### config.mk
export PLATFORM = sky130hd
export DESIGN_NAME = uart_sram_loader
export DESIGN_NICKNAME = d
export VERILOG_FILES = /design/src/rtl/loader_pkg.sv /design/src/rtl/uart_sram_loader.sv
export SDC_FILE = /design/constraint.sdc
export NUM_CORES = 1
export LEC_CHECK = 0
export CORE_ASPECT_RATIO = 1.2
export CORE_MARGIN = 2
export CORE_UTILIZATION = 53
export DETAILED_ROUTE_END_ITERATION = 12
export PLACE_DENSITY = 0.8
export SYNTH_ARGS = -nofsm -noshare
export SYNTH_HDL_FRONTEND = slang
export SYNTH_SLANG_ARGS = --single-unit
export TNS_END_PERCENT = 30
### constraint.sdc
create_clock -name Clock_50 -period 3 [get_ports Clock_50]
set_clock_uncertainty 0.05 [all_clocks]
set_input_delay 0.75 -clock Clock_50 [delete_from_list [all_inputs] [get_ports Clock_50]]
set_output_delay 0.75 -clock Clock_50 [all_outputs]
set_load 0.03 [all_outputs]
### src/rtl/loader_pkg.sv
// Shared state encoding and default sizing for the UART-to-SRAM frame loader.
package loader_pkg;

  typedef enum logic [2:0] {
    S_LD_IDLE,
    S_LD_WAIT_HI,
    S_LD_WAIT_LO,
    S_LD_WRITE,
    S_LD_DONE
  } loader_state_e;

  // One 320x240 RGB frame packed as 16-bit words, and a one-second idle limit at 50 MHz.
  localparam logic [17:0] FRAME_WORDS            = 18'd115200;
  localparam logic [25:0] DEFAULT_TIMEOUT_CYCLES = 26'd50000000;

endpackage

### src/rtl/uart_sram_loader.sv
// Packs pairs of received UART bytes (big-endian) into 16-bit words and writes them to SRAM.
// Optional inter-byte idle timeout enabled with `define SRAM_LOADER_TIMEOUT_EN.
module uart_sram_loader
  import loader_pkg::*;
#(
  parameter logic [17:0] START_ADDR     = 18'd0,
  parameter logic [17:0] NUM_WORDS      = FRAME_WORDS,
  parameter logic [25:0] TIMEOUT_CYCLES = DEFAULT_TIMEOUT_CYCLES
) (
  input  logic        Clock_50,
  input  logic        Reset,
  input  logic        Start,
  input  logic [7:0]  Byte_data,
  input  logic        Byte_valid,
  output logic [17:0] SRAM_address,
  output logic [15:0] SRAM_write_data,
  output logic        SRAM_we_n,
  output logic        Busy,
  output logic        Done,
  output logic        Timeout
);

  loader_state_e state, next_state;
  logic [7:0]  high_byte;
  logic [17:0] word_count;
  logic        last_word;
  logic        idle_expired;

  assign last_word = (word_count == NUM_WORDS - 18'd1);

`ifdef SRAM_LOADER_TIMEOUT_EN
  logic [25:0] idle_count;
  logic        waiting;
  logic        timeout_flag;

  assign waiting      = (state == S_LD_WAIT_HI) || (state == S_LD_WAIT_LO);
  assign idle_expired = waiting && !Byte_valid && (idle_count == TIMEOUT_CYCLES - 26'd1);
  assign Timeout      = timeout_flag;

  // Counter only runs while waiting for a byte; any other state leaves it cleared for the next wait.
  always_ff @(posedge Clock_50 or posedge Reset) begin
    if (Reset) begin
      idle_count   <= '0;
      timeout_flag <= 1'b0;
    end else begin
      if (!waiting || Byte_valid) idle_count <= '0;
      else                        idle_count <= idle_count + 26'd1;
      if (state == S_LD_IDLE && Start) timeout_flag <= 1'b0;
      else if (idle_expired)           timeout_flag <= 1'b1;
    end
  end
`else
  logic unused_timeout_cfg;
  assign unused_timeout_cfg = ^TIMEOUT_CYCLES;
  assign idle_expired       = 1'b0;
  assign Timeout            = 1'b0;
`endif

  assign SRAM_we_n = (state != S_LD_WRITE);
  assign Busy      = (state != S_LD_IDLE);
  assign Done      = (state == S_LD_DONE);

  always_ff @(posedge Clock_50 or posedge Reset) begin
    if (Reset) state <= S_LD_IDLE;
    else       state <= next_state;
  end

  // A byte arriving during the write cycle already starts the next pair, so back-to-back bytes are never lost.
  always_comb begin
    next_state = state;
    unique case (state)
      S_LD_IDLE:    if (Start) next_state = S_LD_WAIT_HI;
      S_LD_WAIT_HI: begin
        if (Byte_valid)        next_state = S_LD_WAIT_LO;
        else if (idle_expired) next_state = S_LD_DONE;
      end
      S_LD_WAIT_LO: begin
        if (Byte_valid)        next_state = S_LD_WRITE;
        else if (idle_expired) next_state = S_LD_DONE;
      end
      S_LD_WRITE: begin
        if (last_word)       next_state = S_LD_DONE;
        else if (Byte_valid) next_state = S_LD_WAIT_LO;
        else                 next_state = S_LD_WAIT_HI;
      end
      S_LD_DONE:    next_state = S_LD_IDLE;
      default:      next_state = S_LD_IDLE;
    endcase
  end

  always_ff @(posedge Clock_50 or posedge Reset) begin
    if (Reset) begin
      SRAM_address    <= '0;
      SRAM_write_data <= '0;
      high_byte       <= '0;
      word_count      <= '0;
    end else begin
      case (state)
        S_LD_IDLE: if (Start) begin
          SRAM_address <= START_ADDR;
          word_count   <= '0;
        end
        S_LD_WAIT_HI: if (Byte_valid) high_byte <= Byte_data;
        S_LD_WAIT_LO: if (Byte_valid) SRAM_write_data <= {high_byte, Byte_data};
        S_LD_WRITE: begin
          SRAM_address <= SRAM_address + 18'd1;
          word_count   <= word_count + 18'd1;
          if (!last_word && Byte_valid) high_byte <= Byte_data;
        end
        default: ;
      endcase
    end
  end

endmodule

Yosys cells after proc, flatten, opt, wreduce, memory -nomap -nowiden
Cells that the tools add are included.
{"block": "classes", "n_addsub": 2, "n_mux": 12, "n_eq_ne": 10, "reduce_logical": 10}
{"operator": "case mux 18 bit (2 select lines)", "count": 2}
{"operator": "adder 18 x 1 -> 18 bit, second input constant", "count": 2}
{"operator": "equality test 18 x 17 -> 1 bit, second input constant", "count": 1}
{"operator": "two-way mux 18 bit", "count": 1}
{"operator": "two-way mux 8 bit", "count": 2}
{"operator": "case mux 8 bit (2 select lines)", "count": 1}
{"operator": "two-way mux 3 bit", "count": 4}
{"operator": "case mux 3 bit (4 select lines)", "count": 1}
{"operator": "inequality test 2 bit, second input constant", "count": 4}
{"operator": "equality test 3 x 2 -> 1 bit, second input constant", "count": 2}
{"operator": "AND reduction 3 bit", "count": 2}
{"operator": "AND reduction 2 bit", "count": 2}
{"operator": "nonzero test 2 bit", "count": 2}
{"operator": "equality test 3 x 1 -> 1 bit, second input constant", "count": 1}
{"operator": "equality test 3 bit, second input constant", "count": 1}
{"operator": "zero test 3 bit", "count": 1}
{"operator": "inequality test 3 x 2 -> 1 bit, second input constant", "count": 1}
{"operator": "nonzero test 3 bit", "count": 1}
{"operator": "two-way mux 2 bit", "count": 1}
{"operator": "logical AND 1 bit", "count": 1}
{"operator": "zero test 1 bit", "count": 1}
{"block": "totals", "reg_bits": 63, "out_inout_bits": 38, "wordCells": 39, "input_bits": 12}

Depth between registers and ports, before layout
Gate-level depths: netlist (run 1).
{"block": "logic_depth", "ltp_word": 5, "ltp_mapped": 8}

Least setup slack after synthesis (run 1)
No wires, ideal clock.
{"block": "synth_path", "path_type": "reg2out", "from": "reg state[0]", "to": "out SRAM_we_n", "n_path_buf": 3, "slack_ps": 832, "arrival_time_ps": 1368, "stages_incl_launch_ff": 6, "path_cell_list": "dfrtp_1 buf_6 and3b_2 inv_2 buf_6 clkbuf_1"}
{"block": "synth_via", "elab_chain_len": 1}
{"item": "from (decl)", "line_no": "uart_sram_loader.sv:23", "text": "loader_state_e state, next_state;"}
{"item": "from (signal assigned)", "line_no": "uart_sram_loader.sv:65", "text": "else state <= next_state;"}
{"item": "inequality test 3 x 2 -> 1 bit", "line_no": "uart_sram_loader.sv:59", "text": "assign SRAM_we_n = (state != S_LD_WRITE);"}
{"item": "to (decl)", "line_no": "uart_sram_loader.sv:17", "text": "output logic SRAM_we_n,"}
Every way passes these cells.

Final worst setup path (run 1)
Same ends and word-level chain as after synthesis.

==> impl_metrics.ini, run 1 <==
[run_status]
status = finished clean

[global_routing]
top_usage_layer = met2
met1_usage_pct = 24.6
first_global_vias = 2115
met2_usage_pct = 32.9
grt_pass1_wl_mm = 9.69
use_met3_pct = 7.99
grt_max_degree = 64
overflow = 0
grt_usage_pct = 20.5
antenna_found_initial = 0

[clock_network]
cts.sinks = 63
cts_setup_buffers = 0
cts_max_level = 3
clockBufferDepth = 2
post_cts_resized = 0
holdBufCountCts = 0
cts_tree = yes
root_buffer = clkbuf_8
tritoncts.num_buffers = 9
clock_latency_ps = 340
cts.clk_slew.worst_paths_ps = 70

[sta]
tightest_slew_ps = 561
fin_tns_setup_ps = 0
fmax_mhz = 368
hold_viol_final = 0
slew_headroom_pct = 62.3
layout_setup_ws_ps = 282
holdWs_ps = 422
maxSlewViolCount = 0
rsz0062_at_grt = false
period_share_pct = 90.6
fin_crit_ps = 2720
finalSetupViolCount = 0

[setup_path]
path_class = reg2out
rr_startpoint = state[0]
end_kind = primary output
reg2reg_to = word_count[17]
critical-path-slowest-cell = clkdlybuf4s50_1
path_cells = and3b_2, inv_2, clkdlybuf4s50_1
rrSetupSlack_ps = 820
crit_path_max_incr_delay_ps = 660
critPathRequiredTime_ps = 2200
arrival_ps = 1920
r2r_cells = 6
cp_max_fo = 13
cp.depth = 3
start_kind = flip-flop
critPathLaunch = state[0]
path_buf_inv = 2
cpLargestDelayFamily = buffers and inverters

[route]
via_count = 2203
routedWlPerCell_um = 15.0
wl_mm = 5.73
drt_first_pass_iters = 4
drt_iter0_markers = 136
detail-route-antenna-nets = 0
drc = 0
vias_per_cell = 5.77

[cells_and_area]
diodes = 0
multiInputGateArea_um2 = 1280
stdcell_count = 382
areaGrowthSynthToFinish_pct = 24.8
final_nets = 329
regArea_um2 = 1580
drive_gt1_share_pct = 16.6
fillCellCount = 420

[yosys]
postSynthAreaPerCell_um2 = 11.1
synthArstFlopShare_pct = 100
ys.warnings.count = 0
synth.net_count = 279
yosysSeqAreaShare_pct = 53.4
synth_top_flop_cell = dfrtp_1
yosys_register_bits = 63
synth_area_um2 = 2950
yosys.cell_types.count = 42
synth_cells = 265
synth-edff-count = 0

[place]
pre_cts_ws_ps = 526
portBuffers = 48
hpwl_mm = 3.84
dp.cells = 366
place.gp.congestion = 0.779

[die]
io_pins = 50
die-area_um2 = 6180
die_w_um = 72.1
initial_core_util_pct = 55.3
die_h_um = 85.8
rows = 29
fp.coreArea_um2 = 5330

[worst_hold_path]
min_from = SRAM_address[17]
hold_path_depth = 1
worstHoldEndpoint = SRAM_address[17]
min_path_type = reg2reg

[power_and_ir_drop]
vdd_drop_max_mv = 0.611
p_leak_nw = 1.67
p_per_area_nw_per_um2 = 871
total_power_mw = 3.21

[run]
cap_violations = 0
==> stage by stage <==
step           util (%)  cell area [um^2]
2_1_floorplan         -              2950
3_3_place_gp       65.1              3470
3_5_place_dp       65.1              3470
4_1_cts            69.0              3680
5_1_grt            69.0              3680
6_report           69.0              3680
==> kinds of logic (layout without fill, tap and decap cells) <==
| family | after synthesis | in the layout | share of synthesized area [%] |
|---|---|---|---|
| DFF | 63 | 63 | 53.4 |
| muxes | 42 | 42 | 15.3 |
| buffers and inverters | 18 | 73 | 3.31 |
| xor gates and xnor gates | 1 | 1 | 0.297 |
| adders and majority gates | 2 | 2 | 0.848 |
| other | 1 | 1 | 0.127 |
| AOI/OAI and AO/OA | 35 | 35 | 7.42 |
| and+or+nand+nor | 103 | 103 | 19.3 |
==> cell usage after synthesis, drive strengths merged (4+ instances only) <==
library cell   n  area (um^2)
and3           8         50.1
o21ai         19         95.1
clkbuf         5         20.0
dfrtp         63         1580
nor2           6         22.5
nand3         18         90.1
nand2         40          150
o31ai          4         30.0
o211ai         4         30.0
nand4         10         62.6
buf            8         58.8
mux2          24          270
inv            5         18.8
mux2i         18          180
==> area by class of cell <==
class | count | area share, %
Clock buffer | 13 | 4.59
Timing Repair Buffer | 52 | 14.2
Multi-Input combinational cell | 184 | 34.7
Sequential cell | 63 | 42.8
Inverter | 5 | 0.510
Tap cell | 62 | 2.11
Clock inverter | 3 | 1.09
==> power breakdown <==
group	internal, mW	total, mW	switching [mW]
clock	0.449	0.762	0.313
combinational	0.530	1.19	0.659
sequential	1.08	1.25	0.174
==> layout by cell type (no fill, tap or decap), drive strengths merged, types with 3 or more instances in the layout <==
cell type | synthesis | layout
dfrtp | 63 | 63
clkdlybuf4s50 | 0 | 48
nand2 | 40 | 40
mux2 | 24 | 24
o21ai | 19 | 19
nand3 | 18 | 18
mux2i | 18 | 18
clkbuf | 5 | 13
nand4 | 10 | 10
and3 | 8 | 8
nor2 | 6 | 6
inv | 5 | 5
o211ai | 4 | 4
o31ai | 4 | 4
buf | 8 | 4
a31oi | 3 | 3
and4 | 3 | 3
nor4 | 3 | 3
nor3b | 3 | 3
==> sequential cells by signal (all words and copies together), names as in the netlist <==
name / cells
SRAM_write_data: 16
SRAM_address: 18
word_count: 18
state: 3
high_byte: 8
==> worst max path at each step <==
stage | end | slack, ps
2_1_floorplan | SRAM_address[0] | 630
5_1_grt | SRAM_we_n | 160
4_1_cts | SRAM_we_n | 260
3_5_place_dp | word_count[2] | 530
6_report | SRAM_we_n | 280
3_3_place_gp | SRAM_address[14] | 570
==> routing by layer <==
metal  wire, um  vias to the layer above
li1           -                     1064
met1       2480                     1073
met2       2810                       60
met3        377                        6
met4         74                        0
met5          0                        -
Power figures use the tool's default switching activity.
==> inputs of run 2 (changes only) <==
--- a/config.mk
+++ b/config.mk
@@ -5,11 +5,13 @@
 export SDC_FILE = /design/constraint.sdc
 export NUM_CORES = 1
 export LEC_CHECK = 0
+export ABC_AREA = 0
 export CORE_ASPECT_RATIO = 1.2
 export CORE_MARGIN = 2
 export CORE_UTILIZATION = 53
 export DETAILED_ROUTE_END_ITERATION = 12
 export PLACE_DENSITY = 0.8
+export SKIP_LAST_GASP = 1
 export SYNTH_ARGS = -nofsm -noshare
 export SYNTH_HDL_FRONTEND = slang
 export SYNTH_SLANG_ARGS = --single-unit
==> results of run 2 <==
No change in the layout: final DEF, timing and power equal those of run 1.
